$ cat src/rtl/control_unit.sv
// Main-decoder control unit: registered datapath steering word from the major opcode.
// Optional CONTROL_STALL_EN adds a stall input that loads the NOP word as a bubble.
module control_unit #(
    parameter int opwidth   = 3,
    parameter int mcodebits = 3
) (
    input  logic                 clk,
    input  logic                 reset,
`ifdef CONTROL_STALL_EN
    input  logic                 stall,
`endif
    input  logic [mcodebits-1:0] instruction,
    output logic                 branch,
    output logic                 memToReg,
    output logic                 memWrite,
    output logic                 aluSrc,
    output logic                 regWrite,
    output logic [opwidth-1:0]   aluOp
);

    typedef enum logic [2:0] {
        OP_ADD   = 3'b000,
        OP_SUB   = 3'b001,
        OP_AND   = 3'b010,
        OP_SHIFT = 3'b011,
        OP_ADDI  = 3'b100,
        OP_LOAD  = 3'b101,
        OP_STORE = 3'b110,
        OP_BEQ   = 3'b111
    } opcode_t;

    logic               illegal;
    logic               bubble;
    opcode_t            opcode;
    logic               nxt_branch;
    logic               nxt_mem_to_reg;
    logic               nxt_mem_write;
    logic               nxt_alu_src;
    logic               nxt_reg_write;
    logic [opwidth-1:0] nxt_alu_op;

    // Any set bit above the 3-bit major opcode marks the instruction illegal.
    generate
        if (mcodebits > 3) begin : g_wide
            assign illegal = |instruction[mcodebits-1:3];
        end else begin : g_narrow
            assign illegal = 1'b0;
        end
    endgenerate

`ifdef CONTROL_STALL_EN
    assign bubble = stall;
`else
    assign bubble = 1'b0;
`endif

    assign opcode = opcode_t'(instruction[2:0]);

    always_comb begin
        nxt_branch     = 1'b0;
        nxt_mem_to_reg = 1'b0;
        nxt_mem_write  = 1'b0;
        nxt_alu_src    = 1'b0;
        nxt_reg_write  = 1'b0;
        nxt_alu_op     = '0;
        if (!illegal && !bubble) begin
            unique case (opcode)
                OP_ADD: begin
                    nxt_reg_write = 1'b1;
                end
                OP_SUB: begin
                    nxt_reg_write  = 1'b1;
                    nxt_alu_op[2:0] = 3'b001;
                end
                OP_AND: begin
                    nxt_reg_write  = 1'b1;
                    nxt_alu_op[2:0] = 3'b010;
                end
                OP_SHIFT: begin
                    nxt_reg_write  = 1'b1;
                    nxt_alu_op[2:0] = 3'b011;
                end
                OP_ADDI: begin
                    nxt_alu_src   = 1'b1;
                    nxt_reg_write = 1'b1;
                end
                OP_LOAD: begin
                    nxt_mem_to_reg = 1'b1;
                    nxt_alu_src    = 1'b1;
                    nxt_reg_write  = 1'b1;
                end
                OP_STORE: begin
                    nxt_mem_write = 1'b1;
                    nxt_alu_src   = 1'b1;
                end
                OP_BEQ: begin
                    nxt_branch      = 1'b1;
                    nxt_alu_op[2:0] = 3'b001;
                end
                default: ;
            endcase
        end
    end

    always_ff @(posedge clk) begin
        if (reset) begin
            branch   <= 1'b0;
            memToReg <= 1'b0;
            memWrite <= 1'b0;
            aluSrc   <= 1'b0;
            regWrite <= 1'b0;
            aluOp    <= '0;
        end else begin
            branch   <= nxt_branch;
            memToReg <= nxt_mem_to_reg;
            memWrite <= nxt_mem_write;
            aluSrc   <= nxt_alu_src;
            regWrite <= nxt_reg_write;
            aluOp    <= nxt_alu_op;
        end
    end

endmodule

$ cat config.mk
export PLATFORM = sky130hd
export DESIGN_NAME = control_unit
export DESIGN_NICKNAME = d
export VERILOG_FILES = /design/src/rtl/control_unit.sv
export SDC_FILE = /design/constraint.sdc
export NUM_CORES = 1
export LEC_CHECK = 0
export CAP_MARGIN = 10
export CORE_AREA = 8 8 45 47
export DETAILED_ROUTE_END_ITERATION = 12
export DIE_AREA = 0 0 53 55
export GPL_TIMING_DRIVEN = 0
export SLEW_MARGIN = 40
export SYNTH_ARGS = -nofsm -noshare
export SYNTH_HDL_FRONTEND = slang
export SYNTH_SLANG_ARGS = --single-unit
$ cat constraint.sdc
create_clock -name clk -period 0.8 [get_ports clk]
set_input_delay 0.08 -clock clk [delete_from_list [all_inputs] [get_ports clk]]
set_output_delay 0.08 -clock clk [all_outputs]
set_load 0.05 [all_outputs]
Word level (Yosys, flattened, before mapping)
Index checks and enable logic that the tools add are counted.
- register bits after elaboration: 8
- output and inout bits: 8
- logic and storage cells: 23
- equal/unequal tests: 7
- mux-type cells: 6
- reduce and logical (&&, ||, !) cells: 4
- operator list (kind ; number):
    3-bit equality test, second input constant ; 4
    3-bit by 2-bit equality test with 1-bit output, second input constant ; 2
    2-bit case mux with 3 select lines ; 1
    6-bit OR reduction ; 1
    1-bit 2-to-1 mux ; 5
    3-bit by 1-bit equality test with 1-bit output, second input constant ; 1
    3-bit logical NOT ; 1
    3-bit OR reduction ; 1
    2-bit OR reduction ; 1

Longest topological paths before layout
- depth after elaboration: 3
- gate-level depth with buffers: 2

Least setup slack after synthesis
Ideal clock, no wire load.
- kind: flip-flop to output port
- start point: reg aluOp[0]
- end point: out aluOp[0]
- data arrival time: 587 ps
- required time: 720 ps
- setup slack: 133 ps
- stages on the path, launching flop included: 1
- path buffers: 0
- path through: dfxtp_1
- RTL lines (element ; line ; text):
    start: declaration ; 18 ; output logic [opwidth-1:0] aluOp
    start signal: assignment ; 119 ; aluOp <= nxt_alu_op;
No word-level cell between the ends.

Final worst setup path
- start point: reg regWrite
- end point: out regWrite
- RTL lines (element ; line ; text):
    start: declaration ; 17 ; output logic regWrite,
    start signal: assignment ; 118 ; regWrite <= nxt_reg_write;
No word-level cell between the ends.

==> impl_results.md <==
- Dpl hpwl: 367 µm
- Synth Register Bits: 7
- Antenna-violating nets left: 0
- Final Net Count: 41
- Share of post-route cells with drive strength above 1: 54.3%
- I/O pins: 13
- Period utilization: 99.4%
- Endpoints failing setup: 0
- Dpl cell area: 343 µm²
- RePlAce Congestion: 0.661
- DR pass1 iterations: 2
- Unique masters post-synth: 10
- FMAX: 1.26 GHz
- WL final: 454 µm
- Final setup margin: 0.00469 ns
- Slew Limit Fails: 0
- Hold buffer count at cts: 0
- Worst path arrival time: 0.72 ns
- Worst setup SP type: register
- Area grow syn2layout: 94.1%
- Overflow after GRT: 0
- Slowest-stage cell, CP: dfxtp_2
- Syn_area_per_cell: 10.6 µm²
- Syn nets: 25
- Hold Crit Class: in2reg
- Vias in the first global route: 181
- Yosys warns: 0
- Commonest cells after routing, fill and taps aside: 7 x dfxtp_2, 7 x buf_8, 4 x clkdlybuf4s50_1, 3 x nor3_1, 3 x clkbuf_4
- # diodes: 0
- Die W: 53 µm
- Crit. End Element: output pin
- TritonCTS clock tree: done
- Setup Crit Path Kind: reg2out
- First-pass GRT wire length: 662 µm
- Resize count post-CTS: 57
- Global Route Usage Sum: 3.67%
- # port buffers: 11
- Max stage delay on crit path: 0.33 ns
- Synth top area cells: dfxtp_1 66%, nor3_1 7.1%, nand2b_4 6.5%, a21oi_1 4.7%, a211oi_1 3.5%
- Total of max-cap violations: 0
- DP Cell Count: 47
- Leakage: 0.180 nW
- Largest net degree at the start of global routing: 6
- H-tree lvl count: 1
- Final Hold Fails: 0
- Vias/cell: 3.51
- Seq/Total Area, Yosys: 65.9%
- Die area: 2920 µm²
- CP Buf/Inv Count: 1
- TritonCTS Sinks: 7
- Initial antenna violation count: 0
- Initial drt markers: 1
- Clk buf depth: 2
- Die height: 55 µm
- Initial Util: 15.4%
- Core area: 1380 µm²
- Vias: 179
- Post-Layout Inst Area: 413 µm²
- Power per cell area: 2040 nW/µm²
- CTS clk-pin slew, worst paths: 0.05 ns
- Final Critical Period: 0.795 ns
- Crit path cell chain: buf_8
- RSZ-0062 raised after global routing: yes
- Finished Layout Cells: 51
- Max IR drop VDD: 0.327 mV
- Run status: complete, no violations
- Critical path required time: 0.72 ns
- Rows: 14
- Pre-CTS WS: -0.378 ns
- Crit path max fanout: 1
- DR WL/cell: 8.90 µm
- Root Buffer Master: clkbuf_4
- Post-Syn Instances: 20
- DRC violations left: 0
- Post-CTS setup buffer count: 0
- CP delay by family, top: flip-flops
- Mapped Area: 213 µm²
- Area leader, netlist: dfxtp_1
- CTS Buf Count: 3
- Synth top area share: 65.9%
[path summary, 6_finish.rpt]
kind,to,start,cells after the start,slack [ns]
worst min-delay path,memToReg$_SDFF_PP0_,instruction[1],2,0.48
worst max-delay path,regWrite,regWrite$_SDFF_PP0_,1,0.005
[sequential cells by signal, summed over array words and instances (netlist names)]
name	flops
aluOp	2
regWrite	1
memWrite	1
memToReg	1
branch	1
aluSrc	1
[layer usage]
layer | vias to the layer above | global-route usage [%] | share of wire, %
met5 | - | 0 | 0
met4 | 0 | 9.05 | 5.9
met3 | 2 | 0.802 | 7.5
met2 | 7 | 5.47 | 53
met1 | 78 | 2.29 | 33
li1 | 92 | - | -
[per-stage QoR]
stage | hold slack [ns] | setup TNS [ns] | total power, W | utilization, %
2_1_floorplan | 0.149 | 0 | 0.000458 | -
3_3_place_gp | 0.750 | -3.48 | 0.000518 | 24.8
3_5_place_dp | 0.744 | -3.51 | 0.000519 | 24.8
4_1_cts | 0.481 | -0.00534 | 0.000844 | 28.2
5_1_grt | 0.506 | -0.0875 | 0.000885 | 29.8
6_report | 0.482 | 0 | 0.000844 | 29.8
[synthesized netlist by cell type]
master / number
dfxtp_1: 7
nor3_1: 3
a21oi_1: 2
inv_1: 2
a211oi_1: 1
buf_4: 1
conb_1: 1
nand2_1: 1
nand2b_4: 1
nor2_1: 1
[power breakdown]
group / leakage [nW] / switching [W] / internal (W) / total, W
Sequential: 0.0601 / 0.00000899 / 0.000367 / 0.000376
Combinational: 0.105 / 0.0000895 / 0.0000689 / 0.000158
Clock: 0.0150 / 0.000119 / 0.000190 / 0.000309
Total: 0.180 / 0.000218 / 0.000626 / 0.000844
[final cells by class]
class,instances,area [µm²]
fillers,150,971
flip-flops and latches,7,149
repair buffers,11,145
multi-input cells,10,57.6
clock buffers,4,26.3
well taps,16,20.0
plain buffers,1,7.51
inverters,2,7.51
[cells by family after synthesis]
logic type	after synthesis	synth area share [%]
AO/OA/AOI/OAI	3	8.24
other	1	1.76
flip-flops	7	65.9
buffers and inverters	3	7.06
AND/OR/NAND/NOR	6	17.1
(Power assumes the default switching activity.)
==> edit: new RTL, same flow settings <==
Remove the register `aluOp`: a continuous assignment takes its place, so the output `aluOp` follows one clock earlier.
--- a/src/rtl/control_unit.sv
+++ b/src/rtl/control_unit.sv
@@ -111,3 +111,2 @@
             regWrite <= 1'b0;
-            aluOp    <= '0;
         end else begin
@@ -118,3 +117,2 @@
             regWrite <= nxt_reg_write;
-            aluOp    <= nxt_alu_op;
         end
@@ -122,2 +120,4 @@
 
+    assign aluOp = nxt_alu_op;
+
 endmodule
Behaviour: not the same (a bounded check fails within 4 cycles, from zero or initial values and one cycle with reset high).
==> edit against the unedited design <==
- global-route usage decreased by 0.16 points
- fmax increased by 1.2%
- total power decreased by 18%
- via count decreased by 13%
- worst setup slack improved by 9.7 ps
- sequential cell count decreased by 2
- cell count decreased by 5.9%
- synthesized area decreased by 17%
- sequential power decreased by 29%
- wire length decreased by 7.9%
- design area decreased by 18%
==> edit: results (changes against the unedited design) <==
Status: finished clean (unchanged). The number of unique standard cell types used by synthesis is 11 (was 10). The final-stage net count is 38 (was 41).

The count of TritonRoute iterations in the first routing pass came to 1 (was 2). The capture point of the worst path is aluSrc (was regWrite). The mean instance size in the synthesized netlist came to 10.38 sq um (was 10.64 sq um). The slowest cell on the critical path is sky130_fd_sc_hd__dfxtp_1 (was sky130_fd_sc_hd__dfxtp_2). The maximum clock frequency is 1.273 GHz (was 1.257 GHz). The area after detailed placement is 312.8 sq um (was 342.8 sq um). Most numerous cell types in the synthesized netlist: 5 x sky130_fd_sc_hd__dfxtp_1, 2 x sky130_fd_sc_hd__a21oi_1, 2 x sky130_fd_sc_hd__nor3b_2 (was 7 x sky130_fd_sc_hd__dfxtp_1, 3 x sky130_fd_sc_hd__nor3_1, 2 x sky130_fd_sc_hd__a21oi_1, 2 x sky130_fd_sc_hd__inv_1). The number of global-route vias before repair was 156 (was 181).

The post-synthesis sequential area ratio is 56.74% (was 65.88%). The origin of the worst setup path is aluSrc (was regWrite). The wire length per cell after detailed routing came to 8.708 um (was 8.902 um). The fraction of layout cells with a size suffix above 1 came out at 65.63% (was 54.29%). The routability congestion estimate is 0.5766 (was 0.6612). The reported leakage power was 0.0001494 uW (was 0.0001799 uW). The global-route usage over all layers is 3.501% (was 3.665%). The number of design-rule violations left by the first detailed-router iteration came out at 0 (was 1). The delay of the slowest cell on the worst path is 310 ps (was 330 ps). The net count after synthesis is 22 (was 25). The maximum vdd ir drop is 0.4578 mV (was 0.3266 mV). The total length of routed wires is 418 um (was 454 um). The placement-stage worst setup slack came to -954.5 ps (was -378.3 ps).

The first-pass GRT wire length came to 586 um (was 662 um). The average via count per standard cell is 3.250 (was 3.510).
## edit: worst min path at each step
stage,startpoint,endpoint,slack [ps]
2_1_floorplan,reset,regWrite,150
3_3_place_gp,reset,branch,720
3_5_place_dp,reset,regWrite,720
4_1_cts,instruction[1],memToReg,150
5_1_grt,instruction[1],memToReg,70
6_report,instruction[1],memToReg,60
## edit: cell type report
class	instances	area [sq um]
Fill cell	162	1045
Sequential cell	5	105.1
Timing Repair Buffer	11	105.1
Multi-Input combinational cell	10	71.32
Clock buffer	4	26.28
Tap cell	16	20.02
Buffer	1	7.507
Inverter	1	3.754
## edit: through the flow
stage | power (uW) | hold slack [ps]
floorplan | 357.7 | 149.1
global placement | 419.7 | 721.8
detailed placement | 420.8 | 723.2
CTS | 716.3 | 154.6
global route | 727.8 | 69.97
finish | 695.8 | 62.85
## edit: timing repair
action                                  CTS  global route
resized for setup                        55             6
pin swaps                                 0             1
endpoints found under the setup margin    7             3
buffers inserted                          0             0
hold buffers                              0             0
## edit: routing by layer
layer  vias to the layer above  track usage (%)  wire length, um
met5                         -                0                0
met4                         0            9.052                0
met3                         0            2.941               91
met2                        11            2.539              160
met1                        61            2.896              166
li1                         84                -                -
## edit: power by group
part           leakage, uW  internal, uW  switching [uW]  total, uW
Clock            0.0000150           188            92.4        280
Combinational    0.0000918          53.6            96.0        150
Sequential       0.0000426           262            4.07        266
Total             0.000149           503             192        696
## edit: cell families after synthesis
group / count (synthesis) / synth area share, %
buffers and inverters: 2 / 6.383
AOI/OAI and AO/OA: 3 / 9.931
other: 1 / 2.126
and+or+nand+nor: 6 / 24.82
DFF: 5 / 56.74
